==> config.mk <==
export PLATFORM = sky130hd
export DESIGN_NAME = if_id_skid
export DESIGN_NICKNAME = d
export VERILOG_FILES = /design/src/rtl/if_id_skid.sv
export SDC_FILE = /design/constraint.sdc
export NUM_CORES = 1
export LEC_CHECK = 0
export ABC_AREA = 1
export ABC_CLOCK_PERIOD_IN_PS = 1500
export CORE_ASPECT_RATIO = 0.75
export CORE_UTILIZATION = 58
export DETAILED_ROUTE_END_ITERATION = 16
export DONT_BUFFER_PORTS = 1
export PLACE_DENSITY = 0.74
export SKIP_CTS_REPAIR_TIMING = 1
export SLEW_MARGIN = 10
export SYNTH_ARGS = -nofsm -noshare
export SYNTH_HDL_FRONTEND = slang
export SYNTH_SLANG_ARGS = --single-unit
==> constraint.sdc <==
create_clock -name clk_i -period 1.5 [get_ports clk_i]
set_input_delay 0.3 -clock clk_i [delete_from_list [all_inputs] [get_ports clk_i]]
set_output_delay 0.3 -clock clk_i [all_outputs]
set_load 0.01 [all_outputs]
==> src/rtl/if_id_skid.sv <==
// IF->ID boundary register with optional skid entry: accepted pair shows on dn_* the edge it is taken, no bypass.
// Backpressure: SKID=1 drives up_ready_o from the skid-full flag only; SKID=0 passes dn_ready_i through combinationally.
module if_id_skid #(
  parameter int                 PC_W         = 32,
  parameter int                 INST_W       = 32,
  parameter bit                 SKID         = 1'b1,
  parameter bit                 BUBBLE_VALID = 1'b1,
  parameter logic [INST_W-1:0]  NOP_INST     = INST_W'(32'h03400000)
) (
  input  logic              clk_i,
  input  logic              rst_i,
  input  logic              up_valid_i,
  output logic              up_ready_o,
  input  logic [PC_W-1:0]   up_pc_i,
  input  logic [INST_W-1:0] up_inst_i,
  input  logic              flush_i,
  output logic              dn_valid_o,
  input  logic              dn_ready_i,
  output logic [PC_W-1:0]   dn_pc_o,
  output logic [INST_W-1:0] dn_inst_o,
  output logic [1:0]        occ_o
);

  typedef struct packed {
    logic [PC_W-1:0]   pc;
    logic [INST_W-1:0] inst;
  } entry_t;

  logic            m_vld;
  entry_t          m_dat;
  logic            s_vld;
  entry_t          s_dat;
  logic [PC_W-1:0] last_pc;
  entry_t          up_dat;
  logic            up_fire;
  logic            dn_fire;

  assign up_dat     = '{pc: up_pc_i, inst: up_inst_i};
  assign up_ready_o = SKID ? ~s_vld : (~m_vld | dn_ready_i);
  assign up_fire    = up_valid_i & up_ready_o;
  assign dn_fire    = m_vld & dn_ready_i;

  assign dn_valid_o = m_vld;
  assign dn_pc_o    = m_dat.pc;
  assign dn_inst_o  = m_dat.inst;
  assign occ_o      = {1'b0, m_vld} + {1'b0, s_vld};

  always_ff @(posedge clk_i) begin
    if (rst_i) begin
      m_vld   <= 1'b0;
      m_dat   <= '0;
      s_vld   <= 1'b0;
      s_dat   <= '0;
      last_pc <= '0;
    end else if (flush_i) begin
      // Flush beats any handshake: the incoming pair is dropped and last_pc is left alone.
      s_vld <= 1'b0;
      if (BUBBLE_VALID) begin
        m_vld <= 1'b1;
        m_dat <= '{pc: last_pc, inst: NOP_INST};
      end else begin
        m_vld <= 1'b0;
      end
    end else begin
      if (up_fire) last_pc <= up_pc_i;
      if (!SKID) begin
        if (up_fire) begin
          m_vld <= 1'b1;
          m_dat <= up_dat;
        end else if (dn_fire) begin
          m_vld <= 1'b0;
        end
      end else if (s_vld) begin
        // Skid full means up_ready_o is low, so nothing new can arrive here.
        if (dn_fire) begin
          m_dat <= s_dat;
          s_vld <= 1'b0;
        end
      end else if (!m_vld || dn_fire) begin
        m_vld <= up_fire;
        if (up_fire) m_dat <= up_dat;
      end else if (up_fire) begin
        s_vld <= 1'b1;
        s_dat <= up_dat;
      end
    end
  end

endmodule

# [Yosys cells after proc, flatten, opt, wreduce, memory -nomap -nowiden]
# Index checks and enable logic that the tools add are counted.
[op_classes] div_mod_pow=0 mul=0 shifts=0 eq_ne=3 addsub=1 bitwise_logic=5 n_reduce_logical=13 muxes=12 n_lt_le_gt_ge=0
[ops] op="two-way mux 64 bit" n=5
[ops] op="two-way mux 1 bit" n=7
[ops] op="AND reduction 3 bit" n=2
[ops] op="nonzero test 2 bit" n=3
[ops] op="nonzero test 3 bit" n=2
[ops] op="AND reduction 2 bit" n=2
[ops] op="AND reduction 4 bit" n=1
[ops] op="inequality test 3 x 2 -> 1 bit (second input constant)" n=1
[ops] op="inverter 1 bit" n=3
[ops] op="adder 1 x 1 -> 2 bit" n=1
[ops] op="AND 1 bit" n=2
[ops] op="inequality test 2 x 1 -> 1 bit (second input constant)" n=1
[ops] op="inequality test 2 bit (second input constant)" n=1
[ops] op="OR reduction 2 bit" n=1
[ops] op="zero test 1 bit" n=1
[ops] op="logical OR 1 bit" n=1
[totals] in_bits=69 ramBits=0 memories=0 mem_bits_ro=0 latchBits=0 ff_bits=162 word_cells=42

# [Logic depth before layout (Yosys ltp)]
[logic_depth] depth_word=6 depth_mapped=9

# [Worst setup path after synthesis]
# Ideal clock, no wire load.
[synth_timing] kind="input port to flip-flop" startpoint="input flush_i" endpoint="register s_dat[43] (netlist bit)" arrival_time_ps=1203 path_slack_ps=183 n_path_buf=2 setup_ps=113 stages=8 path_cell_list="buf_2 nor2_8 nand2_4 nor2_4 inv_2 clkbuf_1 nor2_1 nor2_1"
[synth_via] elab_chain_len=2
[synth_rtl] element="start: declaration" line_no="16" text="input logic flush_i,"
[synth_rtl] element="inverter 1 bit (no source line)"
[synth_rtl] element="AND reduction 4 bit (no source line)"
[synth_rtl] element="end signal: assignment" line_no="84" text="s_dat <= up_dat;"
[synth_rtl] element="end: declaration" line_no="32" text="entry_t s_dat;"
# No other way between the ends.
# A chain may end at the register's enable or synchronous reset.

# [Final worst setup path]
[layout_timing] startpoint="register m_vld (netlist: dn_valid_o)" endpoint="output occ_o[0]"
[layout_via] elab_chain_len=1
[layout_rtl] element="start: declaration" line_no="29" text="logic m_vld;"
[layout_rtl] element="start signal: assignment" line_no="80" text="m_vld <= up_fire;"
[layout_rtl] element="adder 1 x 1 -> 2 bit" line_no="46" text="assign occ_o = {1'b0, m_vld} + {1'b0, s_vld};"
[layout_rtl] element="end: declaration" line_no="21" text="output logic [1:0] occ_o"
# No other way between the ends.

==> results.py <==
metrics = {
    "run_status": {
        "status": "completed",
    },
    "grt": {
        "overflow": 0,
        "antenna_found_initial": 0,
        "grt_usage_pct": 29.2,
        "grt_pass1_vias": 5946,
        "grt_start_max_net_pins": 57,
        "grt_pass1_wl_um": 29100,
    },
    "die": {
        "start_util_pct": 59.8,
        "ios": 137,
        "die_area_um2": 12500,
        "die_w_um": 129,
        "coreArea_um2": 11700,
        "row_count": 34,
        "die_y_um": 97.0,
    },
    "power_and_ir_drop": {
        "pwr-share-comb_pct": 9.7,
        "ir_drop_uv": 954,
        "switching_share_pct": 25.0,
        "powerDensity_nw_per_um2": 1290,
        "p_switching_mw": 2.54,
        "pwr-share-seq_pct": 46.6,
        "p_leak_nw": 3.55,
        "pwr-share-clk_pct": 43.6,
        "total_power_mw": 10.2,
        "intPower_mw": 7.62,
    },
    "yosys": {
        "synthSimpleGateAreaFrac_pct": 36.3,
        "async_flop_share_pct": 0,
        "synthAdderAreaFrac_pct": 0.179,
        "synthCells": 1040,
        "synth_common_cells": "nor2_1 (314), nand2_1 (244), dfxtp_1 (162), o21ai_1 (64), o21ai_0 (59)",
        "synthMuxAreaShare_pct": 0,
        "synth-xor-area-share_pct": 0,
        "synthTopCellsByArea": "dfxtp_1 (46%), nor2_1 (17%), nand2_1 (13%)",
        "ys_seq_elements": 162,
        "synthesis.area_um2": 6980,
        "ys_types": 22,
        "synth_top_area_share_pct": 46.5,
        "synth_nets": 1110,
        "yosys_warnings": 0,
        "synth_ff_type": "dfxtp_1",
        "synth-compound-area-share_pct": 9.33,
        "synth_edf_count": 0,
        "yosys.area.top_type": "dfxtp_1",
        "yosysSeqAreaShare_pct": 46.5,
        "yosys.cell_count.top_type": "nor2_1",
        "synth_top_family_by_area": "simple AND/OR/NAND/NOR gates",
        "postSynthAreaPerCell_um2": 6.71,
    },
    "sta": {
        "finalCritPeriodShare_pct": 99.6,
        "finalMaxSlewViolations": 0,
        "setup_viol": 0,
        "tightestPinTransition_ns": 0.405,
        "fmax_ghz": 0.669,
        "period_needed_ns": 1.49,
        "fin_skew_ns": 0.0106,
        "rsz0062_at_grt": "yes",
        "slew_headroom_pct": 73.0,
        "hold_viol": 0,
    },
    "clocking": {
        "cts_root_buf": "clkbuf_16",
        "htree_levels": 4,
        "clock_sinks": 162,
        "cts_tree": "done",
        "ctsLongestPathBuffers": 2,
        "cts_buffers": 17,
        "clkSlewWorstSetupHoldPaths_ns": 0.07,
        "clock_latency_ns": 0.42,
    },
    "routing": {
        "ant_nets": 0,
        "viasPerCell": 5.37,
        "drt-total-wl_um": 17500,
        "detail_route.iter0.violations": 483,
        "wl_per_cell_um": 14.6,
        "drc": 0,
        "drt_first_pass_iters": 7,
        "vias": 6435,
    },
    "worst_setup_path": {
        "critPathMaxStageDelay_ns": 0.35,
        "required_ns": 1.20,
        "critPathLaunchType": "flop",
        "cp_max_fo": 7,
        "path_buf_inv": 1,
        "end_kind": "output port",
        "crit_chain": "buf_4 > ha_4",
        "arrival_ns": 1.19,
        "criticalPathCategory": "reg2out",
        "cp_top_family": "flip-flops",
        "cp_slowest_cell": "dfxtp_2",
    },
    "finish": {
        "seqCellArea_um2": 3250,
        "drive_above_1_share_pct": 8.39,
        "stdcell_count": 1199,
        "multi_input_area_um2": 3230,
        "n_fill_cell": 1031,
        "diodes": 0,
        "fin_nets": 1095,
        "syn_to_final_growth_pct": 12.9,
    },
    "placement": {
        "dp.cells": 1167,
        "hpwlAfterDp_um": 10700,
        "io_buffers": 0,
        "gp_congestion": 0.778,
    },
    "worst_hold_path": {
        "min_path_type": "in2reg",
    },
    "flow_run": {
        "maxCapViolations": 0,
    },
}
per-stage QoR:
stage | hold slack, ns | setup slack (ns) | instance area (um^2) | setup TNS, ns | util [%]
floorplan | 0.435 | 0.183 | 6980 | 0 | -
global placement | 0.436 | 0.126 | 7200 | 0 | 61.8
detailed placement | 0.444 | 0.0650 | 7200 | 0 | 61.8
CTS | 0.00737 | -0.125 | 7800 | -0.185 | 66.9
global route | 0.00818 | -0.0276 | 7880 | -0.129 | 67.6
finish | 0.0122 | 0.00612 | 7880 | 0 | 67.6
worst paths after layout:
check,startpoint,endpoint,cells past startpoint,slack [ns]
setup / recovery,dn_valid_o,occ_o[0],2,0.006
hold / removal,up_inst_i[11],s_dat[11],2,0.01
setup reg to reg,s_vld,s_dat[5],8,0.04
hold reg to reg,last_pc[7],last_pc[7],2,0.48
worst register-to-register path, stage by stage, from the launching register on:
cell	delay, ns
dfxtp_2	0.35
buf_4	0.16
nor2_8	0.13
nand2_4	0.08
nor2_4	0.18
inv_4	0.07
buf_12	0.18
nor2_2	0.14
nor2_1	0.06
per-layer routing:
metal  GRT usage, %  share of wire [%]  vias up
met5              0                  0        -
met4           10.3                1.6        0
met3           7.74                9.1       23
met2           45.4                 45      247
met1           38.9                 44     2922
li1               -                  -     3243
registers in the layout, indices dropped and copies added (netlist names):
register / flops
dn_pc_o: 32
s_vld: 1
last_pc: 32
s_dat: 64
dn_valid_o: 1
dn_inst_o: 32
power by group through the flow:
stage | combinational (mW) | sequential [mW] | clock [mW]
after floorplan | 0.739 | 4.79 | 0
after global placement | 0.943 | 4.82 | 0
after detailed placement | 0.954 | 4.83 | 0
after CTS | 0.962 | 4.73 | 4.48
after global routing | 1.14 | 4.76 | 4.65
final | 0.990 | 4.74 | 4.43
kinds of logic (layout without fill, tap and decap cells):
logic type / Yosys count / count (layout)
buf+inv: 116 / 113
flops: 162 / 162
compound gates: 130 / 130
fa+ha+maj: 1 / 1
simple gates: 631 / 631
cells in the final DEF, fill, tap and decap left out, drive strengths merged:
| master | n |
|---|---|
| nor2 | 317 |
| o21ai | 123 |
| buf | 35 |
| ha | 1 |
| nand2 | 246 |
| clkinv | 7 |
| clkinvlp | 2 |
| nand4 | 33 |
| nand3 | 35 |
| inv | 44 |
| dfxtp | 162 |
| bufinv | 3 |
| clkbuf | 22 |
| a21oi | 7 |
layout make-up:
cell class                 count  area share, %
clock buffer                  21           5.85
timing repair buffer          36           5.39
sequential                   162           41.2
clock inverter                10           1.70
multi-input combinational    762           41.0
inverter                      46           2.24
tap                          162           2.57
Note: power is estimated with default switching activity, not from simulation.
